**config.mk**
```make
export PLATFORM = sky130hd
export DESIGN_NAME = sn_to_bn
export DESIGN_NICKNAME = d
export VERILOG_FILES = /design/src/rtl/sn_to_bn.sv
export SDC_FILE = /design/constraint.sdc
export NUM_CORES = 1
export LEC_CHECK = 0
export ABC_CLOCK_PERIOD_IN_PS = 2000
export CORE_UTILIZATION = 40
export DETAILED_ROUTE_END_ITERATION = 16
export GPL_ROUTABILITY_DRIVEN = 0
export SETUP_SLACK_MARGIN = 0.5
export SLEW_MARGIN = 20
export SYNTH_ARGS = -nofsm -noshare
export SYNTH_HDL_FRONTEND = slang
export SYNTH_SLANG_ARGS = --single-unit
export TNS_END_PERCENT = 50
```
**constraint.sdc**
```tcl
create_clock -name i_clk_sng -period 2 [get_ports i_clk_sng]
set_input_delay 0.2 -clock i_clk_sng [delete_from_list [all_inputs] [get_ports i_clk_sng]]
set_output_delay 0.2 -clock i_clk_sng [all_outputs]
set_load 0.01 [all_outputs]
```
**src/rtl/sn_to_bn.sv**
```systemverilog
// Stochastic-to-binary decoder: counts ones in a fixed-length unipolar stream
// and returns the full-precision count plus a saturated binary magnitude.
module sn_to_bn #(
  parameter int unsigned STREAM_LEN = 16,
  parameter int unsigned SKIP       = 0,
  parameter int unsigned CNT_W      = $clog2(STREAM_LEN + 1),
  parameter int unsigned OUT_W      = 4
) (
  input  logic             i_clk_sng,
  input  logic             i_rst_sng,
  input  logic             i_start_sng,
  input  logic             i_stop_sng,
  input  logic             i_sn_bit,
  output logic [CNT_W-1:0] o_cnt,
  output logic [OUT_W-1:0] o_bn,
  output logic             o_valid,
  output logic             o_busy
);

  localparam int unsigned SKIP_W    = 4;
  localparam int unsigned BN_MAX    = (1 << OUT_W) - 1;
  localparam int unsigned SKIP_LAST = (SKIP > 0) ? SKIP - 1 : 0;
  localparam logic [CNT_W-1:0]  LAST_SMP = CNT_W'(STREAM_LEN - 1);
  localparam logic [SKIP_W-1:0] SKIP_END = SKIP_W'(SKIP_LAST);

  typedef enum logic [1:0] {
    S_IDLE = 2'd0,
    S_SKIP = 2'd1,
    S_ACC  = 2'd2,
    S_DONE = 2'd3
  } state_t;

  // A fresh conversion skips the alignment phase entirely when SKIP is zero.
  localparam state_t START_ST = (SKIP > 0) ? S_SKIP : S_ACC;

  state_t            state_q;
  logic [CNT_W-1:0]  acc_q;
  logic [CNT_W-1:0]  smp_q;
  logic [SKIP_W-1:0] skip_q;
  logic [CNT_W-1:0]  cnt_fin_c;
  logic [OUT_W-1:0]  bn_sat_c;

  // Running count including the bit presented this cycle, and its saturated form.
  always_comb begin
    cnt_fin_c = acc_q + CNT_W'(i_sn_bit);
    bn_sat_c  = (32'(cnt_fin_c) > BN_MAX) ? OUT_W'(BN_MAX) : OUT_W'(cnt_fin_c);
  end

  // Conversion FSM with registered result, strobe and busy decode.
  always_ff @(posedge i_clk_sng or posedge i_rst_sng) begin
    if (i_rst_sng) begin
      state_q <= S_IDLE;
      acc_q   <= '0;
      smp_q   <= '0;
      skip_q  <= '0;
      o_cnt   <= '0;
      o_bn    <= '0;
      o_valid <= 1'b0;
      o_busy  <= 1'b0;
    end else begin
      o_valid <= 1'b0;
      case (state_q)
        // DONE accepts a new start exactly like IDLE so conversions can chain.
        S_IDLE, S_DONE: begin
          if (i_start_sng) begin
            state_q <= START_ST;
            acc_q   <= '0;
            smp_q   <= '0;
            skip_q  <= '0;
            o_busy  <= 1'b1;
          end else begin
            state_q <= S_IDLE;
            o_busy  <= 1'b0;
          end
        end
        S_SKIP: begin
          if (i_stop_sng) begin
            state_q <= S_IDLE;
            o_busy  <= 1'b0;
          end else begin
            skip_q <= skip_q + SKIP_W'(1);
            if (skip_q == SKIP_END) begin
              state_q <= S_ACC;
            end
          end
        end
        S_ACC: begin
          if (i_stop_sng) begin
            state_q <= S_IDLE;
            o_busy  <= 1'b0;
          end else begin
            acc_q <= cnt_fin_c;
            smp_q <= smp_q + CNT_W'(1);
            if (smp_q == LAST_SMP) begin
              o_cnt   <= cnt_fin_c;
              o_bn    <= bn_sat_c;
              o_valid <= 1'b1;
              o_busy  <= 1'b0;
              state_q <= S_DONE;
            end
          end
        end
        default: begin
          state_q <= S_IDLE;
          o_busy  <= 1'b0;
        end
      endcase
    end
  end

endmodule

```
==> results of run 1 <==
## registers in the layout, summed over array words and instances (netlist names)
| name | flops |
|---|---|
| acc_q | 5 |
| o_bn | 4 |
| o_busy | 1 |
| o_cnt | 5 |
| o_valid | 1 |
| skip_q | 4 |
| smp_q | 5 |
| state_q | 2 |
## synthesized netlist by cell type, drive strengths merged (3+ instances only)
| master | instances | area, µm² |
|---|---|---|
| a21o | 5 | 37.54 |
| a22o | 15 | 131.4 |
| clkbuf | 3 | 11.26 |
| dfrtp | 27 | 675.7 |
| ha | 8 | 100.1 |
| inv | 9 | 33.78 |
| mux2 | 3 | 33.78 |
| nand2 | 31 | 116.4 |
| nand2b | 4 | 25.02 |
| nor3 | 5 | 25.02 |
| o21ai | 14 | 70.06 |
## path summary, 6_finish.rpt
kind                                   startpoint                   end  slack (ns)  cells after the start
max                        state_q[1]$_DFFE_PP0P_  acc_q[4]$_DFFE_PP0P_        0.39                      6
min in group i_clk_sng        o_bn[0]$_DFFE_PP0P_   o_bn[0]$_DFFE_PP0P_        0.48                      2
max in group asynchronous               i_rst_sng  smp_q[3]$_DFFE_PP0P_        1.54                      3
min                                     i_rst_sng  o_cnt[4]$_DFFE_PP0P_        0.20                      3
min reg2reg                   o_bn[0]$_DFFE_PP0P_   o_bn[0]$_DFFE_PP0P_        0.48                      2
max reg2reg                state_q[1]$_DFFE_PP0P_  acc_q[4]$_DFFE_PP0P_        0.39                      6
## placed cells by master (no fill, tap or decap), types with 3 or more instances in the layout
master and count:
sky130_fd_sc_hd__nand2b_1 4, sky130_fd_sc_hd__clkdlybuf4s50_1 15, sky130_fd_sc_hd__clkbuf_4 3, sky130_fd_sc_hd__a21o_1 5, sky130_fd_sc_hd__nand2_1 31, sky130_fd_sc_hd__o21ai_0 12, sky130_fd_sc_hd__a22o_1 15, sky130_fd_sc_hd__dfrtp_1 27
sky130_fd_sc_hd__buf_4 16, sky130_fd_sc_hd__inv_1 7, sky130_fd_sc_hd__ha_4 4, sky130_fd_sc_hd__ha_1 3, sky130_fd_sc_hd__nor3_1 5
## through the flow
stage / hold slack, ns / setup WS, ns / power (mW) / util / instance area (µm²)
6_report: 0.1955 / 0.3900 / 1.501 / 0.5618 / 1904
5_1_grt: 0.2286 / 0.2949 / 1.598 / 0.5618 / 1904
4_1_cts: 0.2177 / 0.3934 / 1.411 / 0.5404 / 1832
3_5_place_dp: 0.4572 / 0.1007 / 1.080 / 0.4954 / 1679
3_3_place_gp: 0.4483 / 0.1739 / 1.083 / 0.4954 / 1679
2_1_floorplan: 0.2527 / 0.4628 / 0.9468 / - / 1475
## routing by layer
layer | part of all wire | up-vias
li1 | - | 589
met1 | 0.50 | 544
met2 | 0.47 | 19
met3 | 0.019 | 5
met4 | 0.017 | 0
met5 | 0 | -
## logic make-up after synthesis
family | after synthesis | synth area share
muxes | 3 | 0.02360
AOI/OAI and AO/OA | 41 | 0.2010
and+or+nand+nor | 52 | 0.1748
adders and majority gates | 8 | 0.06993
buffers and inverters | 14 | 0.04021
DFF | 27 | 0.4720
xor gates and xnor gates | 3 | 0.01836
## worst max-delay path, stage by stage (launching register included)
cell and delay [ns]:
sky130_fd_sc_hd__dfrtp_1 0.45, sky130_fd_sc_hd__ha_4 0.25, sky130_fd_sc_hd__nor2b_4 0.14, sky130_fd_sc_hd__buf_6 0.13, sky130_fd_sc_hd__or4_1 0.39, sky130_fd_sc_hd__nand2_1 0.08
sky130_fd_sc_hd__a22o_1 0.12
## power groups by stage
stage | combinational [mW] | clock [mW] | sequential, mW
floorplan | 0.293 | 0 | 0.653
global placement | 0.424 | 0 | 0.659
detailed placement | 0.418 | 0 | 0.662
CTS | 0.518 | 0.251 | 0.643
global route | 0.669 | 0.276 | 0.654
finish | 0.606 | 0.249 | 0.646
## area by class of cell
type | count | area, µm² | share of cell area
well taps | 46 | 57.56 | 0.03022
flip-flops and latches | 27 | 675.6 | 0.3548
repair buffers | 33 | 286.5 | 0.1505
multi-input cells | 108 | 824.5 | 0.4330
clock buffers | 4 | 26.28 | 0.01380
inverters | 9 | 33.78 | 0.01774
## what timing repair did
action | CTS | global route
pin swaps | 5 | 2
hold endpoints to repair | 0 | 0
resized for setup | 12 | 5
gates cloned | 2 | 0
setup buffers | 9 | 5
endpoints found under the setup margin | 22 | 28
==> impl_summary.log, run 1 <==
INFO  metric syn_avg_cell_area = 9.671 µm²
INFO  metric total_routing_resource_utilization_after_global_routing = 0.1740
INFO  metric global_route.peak_usage_layer = met2
INFO  metric cts_tree = built
INFO  metric yosys_most_used_dff = sky130_fd_sc_hd__dfrtp_1
INFO  metric routed-via-count = about 1.2k
INFO  metric maxSlewHeadroom = 0.6629
INFO  metric number_of_antenna_violations_at_the_first_check_in_global_routing = 0
INFO  metric max_cap_viols = 0
INFO  metric postSynthRegisterBits = 27
INFO  metric die-area = between 0.003 and 0.004 mm²
INFO  metric final_cells = 227
INFO  metric kind_of_start_point_of_the_critical_path = flop
INFO  metric start_util = 0.4223
INFO  metric yosys.cell_types.count = 29
INFO  metric io_pins = 16
INFO  metric post-route-min-period = approximately 1.6 ns
INFO  metric clock_tree.root_cell = sky130_fd_sc_hd__clkbuf_4
INFO  metric wl = 2952 µm
INFO  metric place.detailed.hpwl = about 1900 µm
INFO  metric use_met3 = 0.02484
INFO  metric cts_max_path_buffers = 2
INFO  metric firstDrtPassIters = 4
INFO  metric post_placement_cell_count = between 200 and 250
INFO  metric ant_nets = 0
INFO  metric cellInternalPower = approximately 0.98 mW
INFO  metric core = 0.003390 mm²
INFO  metric timing.fmax = 621.1 MHz
INFO  metric path_class = flop to flop
INFO  metric numPortBuffers = 15
INFO  metric clkLatencyLatePin = 0.34 ns
INFO  metric share_clk_of_total_power = 0.166
INFO  metric gr-usage-met2 = 0.2857
INFO  metric floorplan.die.width = about 60 µm
INFO  metric postCtsHoldBufs = 0
INFO  metric finalSetupViolations = 0
INFO  metric syn-instance-count = between 100 and 150
INFO  metric edff_count_synth = 0
INFO  metric routedWlPerCell = approximately 13 µm
INFO  metric pwr_dens = 788.2 mW/mm²
INFO  metric irDropWorstVdd = about 0.36 mV
INFO  metric die_h = 61.82 µm
INFO  metric first_iter_violations = 51
INFO  metric fillers = 293
INFO  metric ys.warnings.count = 0
INFO  metric area.growth.synth_to_final = 33.04%
INFO  metric timing_max_transition_violations_final = 0
INFO  metric crit_path_max_fanout = 5
INFO  metric hold_viol = 0
INFO  metric critical_path.endpoint_type = flop
INFO  metric final_layout_size_suffix_gt1_frac = 0.2265
INFO  metric post-route-period-util = 0.8050
INFO  metric mappedNetlistNets = ~160
INFO  metric placementRows = 21
INFO  metric cts-buffers-inserted = 3
INFO  metric worst_slew_pin_slew = 0.5004 ns
INFO  metric hold_path_class = input port to async pin
INFO  metric cp_data_required_time = approximately 2.3 ns
INFO  metric final_nets = ~200
INFO  metric seq_power_share = 0.431
INFO  metric status = completed
INFO  metric gr-total-overflow = 0
INFO  metric skew_final = ~0.013 ns
INFO  metric timing.setup.tns = 0 ns
INFO  metric leakage = 0.9653 nW
INFO  metric synth.yosys.seq_area_share = 0.4720
INFO  metric grt_first_pass_wirelength = approximately 4800 µm
INFO  metric rsz0062_at_grt = true
INFO  metric p_sw = around 0.53 mW
INFO  metric crit_arrival = 1.90 ns
INFO  metric globalRouteMet1Util = 0.2326
INFO  metric async_set_or_reset_flop_fraction_in_the_synthesized_netlist = 1.000
INFO  metric synthesis.area = between 0.001 and 0.0015 mm²
INFO  metric combPwrFrac = 0.404
INFO  metric htree_levels = 1
INFO  metric antenna_cells = 0
INFO  metric cts_sinks = 27
INFO  metric clk_pin_slew_worst_paths = 0.16 ns
INFO  metric drc = 0
INFO  metric switching_share = 0.3498
INFO  metric post_drt_via_cell_ratio = between 5 and 6
INFO  metric grt_start_max_net_pins = 28
INFO  metric vias_in_the_first_global_route = between 1k and 1.5k
No activity file was read; power rests on OpenSTA's default activity.
==> run 2: changes to the inputs <==
ABC_CLOCK_PERIOD_IN_PS = 1400   (was 2000)
clock period = 1.4 ns   (was 2 ns; I/O delays follow)
==> impl_summary.log, run 2 (synthesis gave the netlist of run 1 again) <==
INFO  metric routed-via-count = 1245 (was 1157)
INFO  metric gr-total-overflow = 0 (unchanged)
INFO  metric maxSlewHeadroom = 0.7365 (was 0.6629)
INFO  metric numPortBuffers = 15 (unchanged)
INFO  metric hold_path_class = input port to async pin (unchanged)
INFO  metric rsz0062_at_grt = true (unchanged)
INFO  metric pwr_dens = 1086 mW/mm² (was 788.2 mW/mm²)
INFO  metric worst_slew_pin_slew = 0.3924 ns (was 0.5004 ns)
INFO  metric leakage = 1.075 nW (was 0.9653 nW)
INFO  metric post_placement_cell_count = 238 (was 207)
INFO  metric antenna_cells = 0 (unchanged)
INFO  metric clk_pin_slew_worst_paths = 0.15 ns (was 0.16 ns)
INFO  metric status = finished, violations left (was completed)
INFO  metric cellInternalPower = 1.439 mW (was 0.9760 mW)
INFO  metric share_clk_of_total_power = 0.159 (was 0.166)
INFO  metric postCtsHoldBufs = 0 (unchanged)
INFO  metric reg_top3 = acc_q x5, o_cnt x5, smp_q x5 (unchanged)
INFO  metric vias_in_the_first_global_route = 1182 (was 1039)
INFO  metric path_class = flop to flop (unchanged)
INFO  metric final_layout_size_suffix_gt1_frac = 0.3719 (was 0.2265)
INFO  metric post-place-ws = -0.3979 ns (was 0.1007 ns)
INFO  metric timing.setup.tns = -2.942 ns (was 0 ns)
INFO  metric io_pins = 16 (unchanged)
INFO  metric cts_max_path_buffers = 2 (unchanged)
INFO  metric cp_data_required_time = 1.68 ns (was 2.29 ns)
INFO  metric crit_arrival = 1.86 ns (was 1.90 ns)
INFO  metric switching_share = 0.3379 (was 0.3498)
INFO  metric first_iter_violations = 36 (was 51)
INFO  metric htree_levels = 1 (unchanged)
INFO  metric number_of_antenna_violations_at_the_first_check_in_global_routing = 0 (unchanged)
INFO  metric cts-buffers-inserted = 3 (unchanged)
INFO  metric crit_path_max_fanout = 5 (unchanged)
INFO  metric die_h = 61.82 µm (unchanged)
INFO  metric grt_first_pass_wirelength = 5333 µm (was 4816 µm)
INFO  metric place.detailed.hpwl = 2269 µm (was 1904 µm)
INFO  metric max_cap_viols = 0 (unchanged)
INFO  metric irDropWorstVdd = 0.5096 mV (was 0.3561 mV)
INFO  metric finalSetupViolations = 25 (was 0)
INFO  metric cts_sinks = 27 (unchanged)
INFO  metric fin_hold_ws = 0.1616 ns (was 0.1955 ns)
INFO  metric start_util = 0.4223 (unchanged)
INFO  metric die-area = 0.003822 mm² (unchanged)
INFO  metric drc = 0 (unchanged)
INFO  metric post_drt_via_cell_ratio = 5.082 (was 5.097)
INFO  metric hold_viol = 0 (unchanged)
INFO  metric placementRows = 21 (unchanged)
INFO  metric mostFrequentLayoutCells = 34 x sky130_fd_sc_hd__buf_4, 29 x sky130_fd_sc_hd__nand2_1, 27 x sky130_fd_sc_hd__dfrtp_1 (was 31 x sky130_fd_sc_hd__nand2_1, 27 x sky130_fd_sc_hd__dfrtp_1, 16 x sky130_fd_sc_hd__buf_4)
INFO  metric report.power.total = 2.173 mW (was 1.501 mW)
INFO  metric critical_path.endpoint_type = flop (unchanged)
INFO  metric clkLatencyLatePin = 0.32 ns (was 0.34 ns)
INFO  metric grt_start_max_net_pins = 28 (unchanged)
INFO  metric final_cells = 245 (was 227)
INFO  metric firstDrtPassIters = 4 (unchanged)
INFO  metric clock_tree.root_cell = sky130_fd_sc_hd__clkbuf_4 (unchanged)
INFO  metric floorplan.die.width = 61.82 µm (unchanged)
INFO  metric skew_final = 0.001725 ns (was 0.01258 ns)
INFO  metric timing_max_transition_violations_final = 0 (unchanged)
INFO  metric seq_power_share = 0.414 (was 0.431)
INFO  metric p_sw = 0.7343 mW (was 0.5250 mW)
INFO  metric core = 0.003390 mm² (unchanged)
INFO  metric failing_checks = negative setup slack
INFO  metric timing.fmax = 632.8 MHz (was 621.1 MHz)
INFO  metric combPwrFrac = 0.427 (was 0.404)
INFO  metric wl = 3179 µm (was 2952 µm)
INFO  metric kind_of_start_point_of_the_critical_path = flop (unchanged)
INFO  metric post-route-period-util = 1.129 (was 0.8050)
INFO  metric ant_nets = 0 (unchanged)
INFO  metric cts_tree = built (unchanged)
INFO  metric routedWlPerCell = 12.98 µm (was 13.00 µm)
INFO  metric final_nets = 213 (was 195)
INFO  metric timing.final.ws_setup = -0.1803 ns (was 0.3900 ns)
INFO  metric layout_commonest_cell = sky130_fd_sc_hd__buf_4 (was sky130_fd_sc_hd__nand2_1)
INFO  metric total_routing_resource_utilization_after_global_routing = 0.1904 (was 0.1740)
INFO  metric post-route-min-period = 1.580 ns (was 1.610 ns)
INFO  metric area.growth.synth_to_final = 39.77% (was 33.04%)
==> run 2: cell types whose count changed in the layout (fill, tap and decap cells not counted), sizes merged <==
cell / change
clkbuf: -1
clkinv: +1
buf: +30
nand3b: -1
clkdlybuf4s50: -11
==> run 2: through the flow <==
step	utilization	area (µm²)
global placement	0.5681	1926
global route	0.5903	2001
CTS	0.5810	1969
floorplan	-	1489
finish	0.5903	2001
detailed placement	0.5681	1926
==> run 2: cell type report <==
class / instances / area (µm²)
clock buffer: 3 / 22.52
fill: 301 / 1389
timing repair buffer: 52 / 390.4
tap: 46 / 57.56
multi-input combinational: 107 / 813.3
sequential: 27 / 675.6
clock inverter: 1 / 5.005
inverter: 9 / 36.28
==> run 2: worst paths after layout <==
kind                                              from                      to  slack (ns)  cells past startpoint
worst max register to register  state_q[0]$_DFFE_PP0P_    acc_q[4]$_DFFE_PP0P_       -0.18                      7
min in group i_clk_sng             o_bn[2]$_DFFE_PP0P_     o_bn[2]$_DFFE_PP0P_        0.49                      2
max in group asynchronous                    i_rst_sng    smp_q[1]$_DFFE_PP0P_        0.99                      3
worst min register to register     o_bn[2]$_DFFE_PP0P_     o_bn[2]$_DFFE_PP0P_        0.49                      2
worst min-delay path                         i_rst_sng  state_q[1]$_DFFE_PP0P_        0.16                      3
worst max-delay path            state_q[0]$_DFFE_PP0P_    acc_q[4]$_DFFE_PP0P_       -0.18                      7
==> run 2: layer usage <==
metal,vias up,share of wire,global-route usage
met1,599,0.49,0.2603
li1,626,-,-
met5,-,0,0
met2,18,0.48,0.3164
met3,2,0.027,0.02484
met4,0,0.0066,0.05397
==> run 2: critical path: stages, from the launching register on <==
cell and delay (ns):
sky130_fd_sc_hd__dfrtp_1 0.43, sky130_fd_sc_hd__inv_2 0.08, sky130_fd_sc_hd__ha_4 0.20, sky130_fd_sc_hd__nor2b_4 0.13
sky130_fd_sc_hd__buf_6 0.13, sky130_fd_sc_hd__or4_1 0.39, sky130_fd_sc_hd__nand2_1 0.07, sky130_fd_sc_hd__a22o_1 0.11
==> run 2: power groups by stage <==
stage	Sequential, mW	Clock, mW	Combinational [mW]
detailed placement	0.917	0	0.845
global route	0.910	0.392	1.02
finish	0.900	0.345	0.927
global placement	0.916	0	0.840
floorplan	0.933	0	0.426
CTS	0.901	0.364	0.907
==> run 2: repair_timing <==
| action | CTS | global route |
|---|---|---|
| cloned | 1 | 0 |
| endpoints found under the setup margin | 38 | 38 |
| pin swaps | 6 | 3 |
| resized for setup | 55 | 8 |
| setup buffers | 2 | 0 |
==> run 3: changes to the inputs <==
CORE_UTILIZATION = 49   (was 40)
PLACE_DENSITY = 0.74   (was default)
==> impl_summary.log, run 3 (synthesis gave the netlist of run 1 again) <==
INFO  metric reg2regPathDepth = 7 (unchanged)
INFO  metric drc = 0 (unchanged)
INFO  metric final_nets = 215 (was 213)
INFO  metric timing.final.ws_setup = -0.1899 ns (was -0.1803 ns)
INFO  metric post_drt_via_cell_ratio = 5.703 (was 5.082)
INFO  metric routedWlPerCell = 15.16 µm (was 12.98 µm)
INFO  metric critical_path.endpoint_type = flop (unchanged)
INFO  metric wl = 3518 µm (was 3179 µm)
INFO  metric maxSlewHeadroom = 0.7601 (was 0.7365)
INFO  metric cts_max_path_buffers = 2 (unchanged)
INFO  metric kind_of_start_point_of_the_critical_path = flop (unchanged)
INFO  metric worst_slew_pin_slew = 0.3599 ns (was 0.3924 ns)
INFO  metric post-route-period-util = 1.136 (was 1.129)
INFO  metric firstDrtPassIters = 4 (unchanged)
INFO  metric post-route-min-period = 1.590 ns (was 1.580 ns)
INFO  metric routed-via-count = 1323 (was 1245)
INFO  metric grt_first_pass_wirelength = 5554 µm (was 5333 µm)
INFO  metric final_util = 0.7382 (was 0.5903)
INFO  metric start_util = 0.5191 (was 0.4223)
INFO  metric max_cap_viols = 0 (unchanged)
INFO  metric die-area = 0.003141 mm² (was 0.003822 mm²)
INFO  metric total_routing_resource_utilization_after_global_routing = 0.2245 (was 0.1904)
INFO  metric postCtsHoldBufs = 0 (unchanged)
INFO  metric timing_max_transition_violations_final = 0 (unchanged)
INFO  metric fin_hold_ws = 0.1394 ns (was 0.1616 ns)
INFO  metric floorplan.die.width = 56.05 µm (was 61.82 µm)
INFO  metric hold_viol = 0 (unchanged)
INFO  metric timing.fmax = 629.0 MHz (was 632.8 MHz)
INFO  metric failing_checks = negative setup slack (unchanged)
INFO  metric post_placement_cell_count = 222 (was 238)
INFO  metric crit_path_max_fanout = 7 (was 5)
INFO  metric place.detailed.hpwl = 2290 µm (was 2269 µm)
INFO  metric post-place-ws = -0.3415 ns (was -0.3979 ns)
INFO  metric worstReg2RegStart = state_q[0]$_DFFE_PP0P_ (unchanged)
INFO  metric cts_tree = built (unchanged)
INFO  metric cp_data_required_time = 1.69 ns (was 1.68 ns)
INFO  metric pwr_dens = 1119 mW/mm² (was 1086 mW/mm²)
INFO  metric clkLatencyLatePin = 0.33 ns (was 0.32 ns)
INFO  metric layout_commonest_cell = sky130_fd_sc_hd__buf_4 (unchanged)
INFO  metric numPortBuffers = 15 (unchanged)
INFO  metric gr-total-overflow = 0 (unchanged)
INFO  metric mostFrequentLayoutCells = 35 x sky130_fd_sc_hd__buf_4, 27 x sky130_fd_sc_hd__dfrtp_1, 26 x sky130_fd_sc_hd__nand2_1 (was 34 x sky130_fd_sc_hd__buf_4, 29 x sky130_fd_sc_hd__nand2_1, 27 x sky130_fd_sc_hd__dfrtp_1)
INFO  metric status = finished, violations left (unchanged)
INFO  metric area.growth.synth_to_final = 42.22% (was 39.77%)
INFO  metric grt_start_max_net_pins = 28 (unchanged)
INFO  metric final_cells = 232 (was 245)
INFO  metric placementRows = 19 (was 21)
INFO  metric skew_final = 0.01134 ns (was 0.001725 ns)
INFO  metric path_class = flop to flop (unchanged)
INFO  metric antenna_cells = 0 (unchanged)
INFO  metric rsz0062_at_grt = true (unchanged)
INFO  metric clock_tree.root_cell = sky130_fd_sc_hd__clkbuf_4 (unchanged)
INFO  metric crit_arrival = 1.88 ns (was 1.86 ns)
INFO  metric cts-buffers-inserted = 3 (unchanged)
INFO  metric leakage = 1.110 nW (was 1.075 nW)
INFO  metric final_layout_size_suffix_gt1_frac = 0.3881 (was 0.3719)
INFO  metric htree_levels = 1 (unchanged)
INFO  metric vias_in_the_first_global_route = 1272 (was 1182)
INFO  metric cts_sinks = 27 (unchanged)
INFO  metric hold_path_class = input port to async pin (unchanged)
INFO  metric number_of_antenna_violations_at_the_first_check_in_global_routing = 0 (unchanged)
INFO  metric die_h = 56.05 µm (was 61.82 µm)
INFO  metric irDropWorstVdd = 0.8142 mV (was 0.5096 mV)
INFO  metric finalSetupViolations = 24 (was 25)
INFO  metric io_pins = 16 (unchanged)
INFO  metric clk_pin_slew_worst_paths = 0.16 ns (was 0.15 ns)
INFO  metric core = 0.002758 mm² (was 0.003390 mm²)
INFO  metric ant_nets = 0 (unchanged)
INFO  metric reg_top3 = acc_q x5, o_cnt x5, smp_q x5 (unchanged)
INFO  metric critical_path.startpoint = state_q[0]$_DFFE_PP0P_ (unchanged)
INFO  metric first_iter_violations = 47 (was 36)
-- run 3: stage by stage --
stage | total power [mW] | area [µm²] | setup TNS, ns
floorplan | 1.360 | 1489 | -0.5843
global placement | 1.754 | 1899 | -4.137
detailed placement | 1.785 | 1899 | -4.619
CTS | 2.226 | 1979 | -1.955
global route | 2.388 | 2036 | -3.627
finish | 2.277 | 2036 | -2.086
-- run 3: path summary, 6_finish.rpt --
kind | end | slack (ns)
max | acc_q[4]$_DFFE_PP0P_ | -0.19
min | o_valid$_DFF_PP0_ | 0.14
max reg2reg | acc_q[4]$_DFFE_PP0P_ | -0.19
min reg2reg | o_bn[2]$_DFFE_PP0P_ | 0.49
max in group asynchronous | skip_q[1]$_DFFE_PP0P_ | 0.98
min in group i_clk_sng | o_bn[2]$_DFFE_PP0P_ | 0.49
-- run 3: metal layers --
metal | global-route usage | vias up | wire [µm]
met2 | 0.3980 | 25 | 1756
met1 | 0.2816 | 658 | 1607
met5 | 0 | - | 0
met3 | 0.04186 | 4 | 123
li1 | - | 636 | -
met4 | 0.05575 | 0 | 29
-- run 3: critical path, stage by stage (launching register included) --
cell                      delay, ns
sky130_fd_sc_hd__dfrtp_1       0.42
sky130_fd_sc_hd__inv_2         0.07
sky130_fd_sc_hd__ha_4          0.21
sky130_fd_sc_hd__nor2b_4       0.13
sky130_fd_sc_hd__buf_6         0.13
sky130_fd_sc_hd__or4_1         0.40
sky130_fd_sc_hd__nand2_1       0.07
sky130_fd_sc_hd__a22o_1        0.11
-- run 3: repair_timing --
| action | in CTS | in global routing |
|---|---|---|
| resized for setup | 53 | 10 |
| endpoints found under the setup margin | 38 | 38 |
| pin swaps | 11 | 9 |
| setup buffers | 5 | 1 |
-- run 3: final cells by class --
class | count | area, µm²
flip-flops and latches | 27 | 675.6
inverters | 9 | 36.28
fillers | 194 | 721.9
clock inverters | 1 | 5.005
repair buffers | 54 | 414.1
clock buffers | 3 | 22.52
multi-input cells | 107 | 843.3
well taps | 31 | 38.79
-- run 3: power breakdown --
group / switching, mW / internal [mW]
Combinational: 0.485 / 0.531
Sequential: 0.0512 / 0.852
Clock: 0.251 / 0.107
Total: 0.787 / 1.49
==> variant (flow settings as in run 1) <==
The 4 states of `state_t` get a one-hot encoding in 4 bits.
--- a/src/rtl/sn_to_bn.sv
+++ b/src/rtl/sn_to_bn.sv
@@ -24,9 +24,9 @@
   localparam logic [SKIP_W-1:0] SKIP_END = SKIP_W'(SKIP_LAST);
 
-  typedef enum logic [1:0] {
-    S_IDLE = 2'd0,
-    S_SKIP = 2'd1,
-    S_ACC  = 2'd2,
-    S_DONE = 2'd3
+  typedef enum logic [3:0] {
+    S_IDLE = 4'b0001,
+    S_SKIP = 4'b0010,
+    S_ACC  = 4'b0100,
+    S_DONE = 4'b1000
   } state_t;
 
Formal check against the unedited RTL: no difference found for any inputs over 10 cycles, from zero or initial values and one cycle with i_rst_sng high; not proved beyond that.
==> variant against run 1 <==
Clock skew shrank 0.012 ns; power shrank 37%; setup slack improved by 0.11 ns; cell area is 25% lower; clock power down 12%; cell count fell by 36%; sequential share of layout area up 6.4 points; synthesized area down 27%; wire length shrank 22%; sequential cell count decreased by 3; critical path type unchanged; largest cell class is now flip-flops and latches; largest power group unchanged; highest routed layer is now met3.
==> variant: results <==
run_status:
  outcome: "finished clean"
layout:
  dominant_cells: "flip-flops and latches"
  drive_gt1_frac: 0.304
  buf_share: 0.170
  sh_seq_area: 0.419
placement:
  place_inst: 134
logic_synthesis:
  syn-num-nets: 97
  synth_area_leaders: "dfrtp_1 (55%), a21oi_1 (5.3%), ha_1 (4.8%), dfstp_2 (2.5%), a22o_1 (2.5%)"
  ys_seq_area_frac: 0.577
  synth_commonest_cells: "dfrtp_1 (23), a21oi_1 (11), a31oi_1 (4), ha_1 (4), inv_1 (4)"
  synth_area_per_cell_sq_um: 11.9
pwr:
  p_comb_frac: 0.203
  p_per_area_nw_per_um2: 660
  p_sw_mw: 0.252
  power.internal_mw: 0.697
  max-vdd-ir-drop_mv: 0.467
  leakage_nw: 0.643
detailed_routing:
  drt_iter0_markers: 7
  dr_wl_met3_microns: 93
  wire_per_inst_microns: 15.9
sta:
  relSlewSlack: 0.695
  whs_ns: 0.148
  skew_ns: 0.000970
grt:
  grt_use_met2: 0.297
  grt_max_degree: 16
  grt_pass1_wl_microns: 3530
  grt_pass1_vias: 740
  grt_util_met3: 0.0603
setup_path:
  reg2reg_depth: 3
  r2r_slack_ns: 0.50
die:
  taps: 30
clocking:
  clk_pin_slew_ns: 0.12
==> variant: cell types whose count changed after synthesis, sizes merged, moves of 4 or more <==
cell / before / now
o21ai: 14 / 3
inv: 9 / 4
a22o: 15 / 3
dfrtp: 27 / 23
a31oi: 0 / 4
a21o: 5 / 1
a21oi: 2 / 11
ha: 8 / 4
nor3: 5 / 0
nand2: 31 / 1
==> variant: repair_timing <==
item | in CTS | in global routing
resized for setup | 6 | 14
endpoints found under the setup margin | 18 | 12
pin swaps | 1 | 4
cloned | 1 | 0
setup buffers | 2 | 4
==> variant: worst max-delay path, delay by kind of cell, from the launching register on <==
kind,cells,cell delay (ns)
AO/OA/AOI/OAI,1,0.12
AND/OR/NAND/NOR,2,0.88
flip-flops,1,0.43
==> variant: kinds of logic after synthesis <==
family                   count (synthesis)
AND/OR/NAND/NOR                         16
XOR/XNOR                                 3
buffers and inverters                    9
adder cells (fa/ha/maj)                  4
multiplexers                             4
flip-flops                              24
AO/OA/AOI/OAI                           28
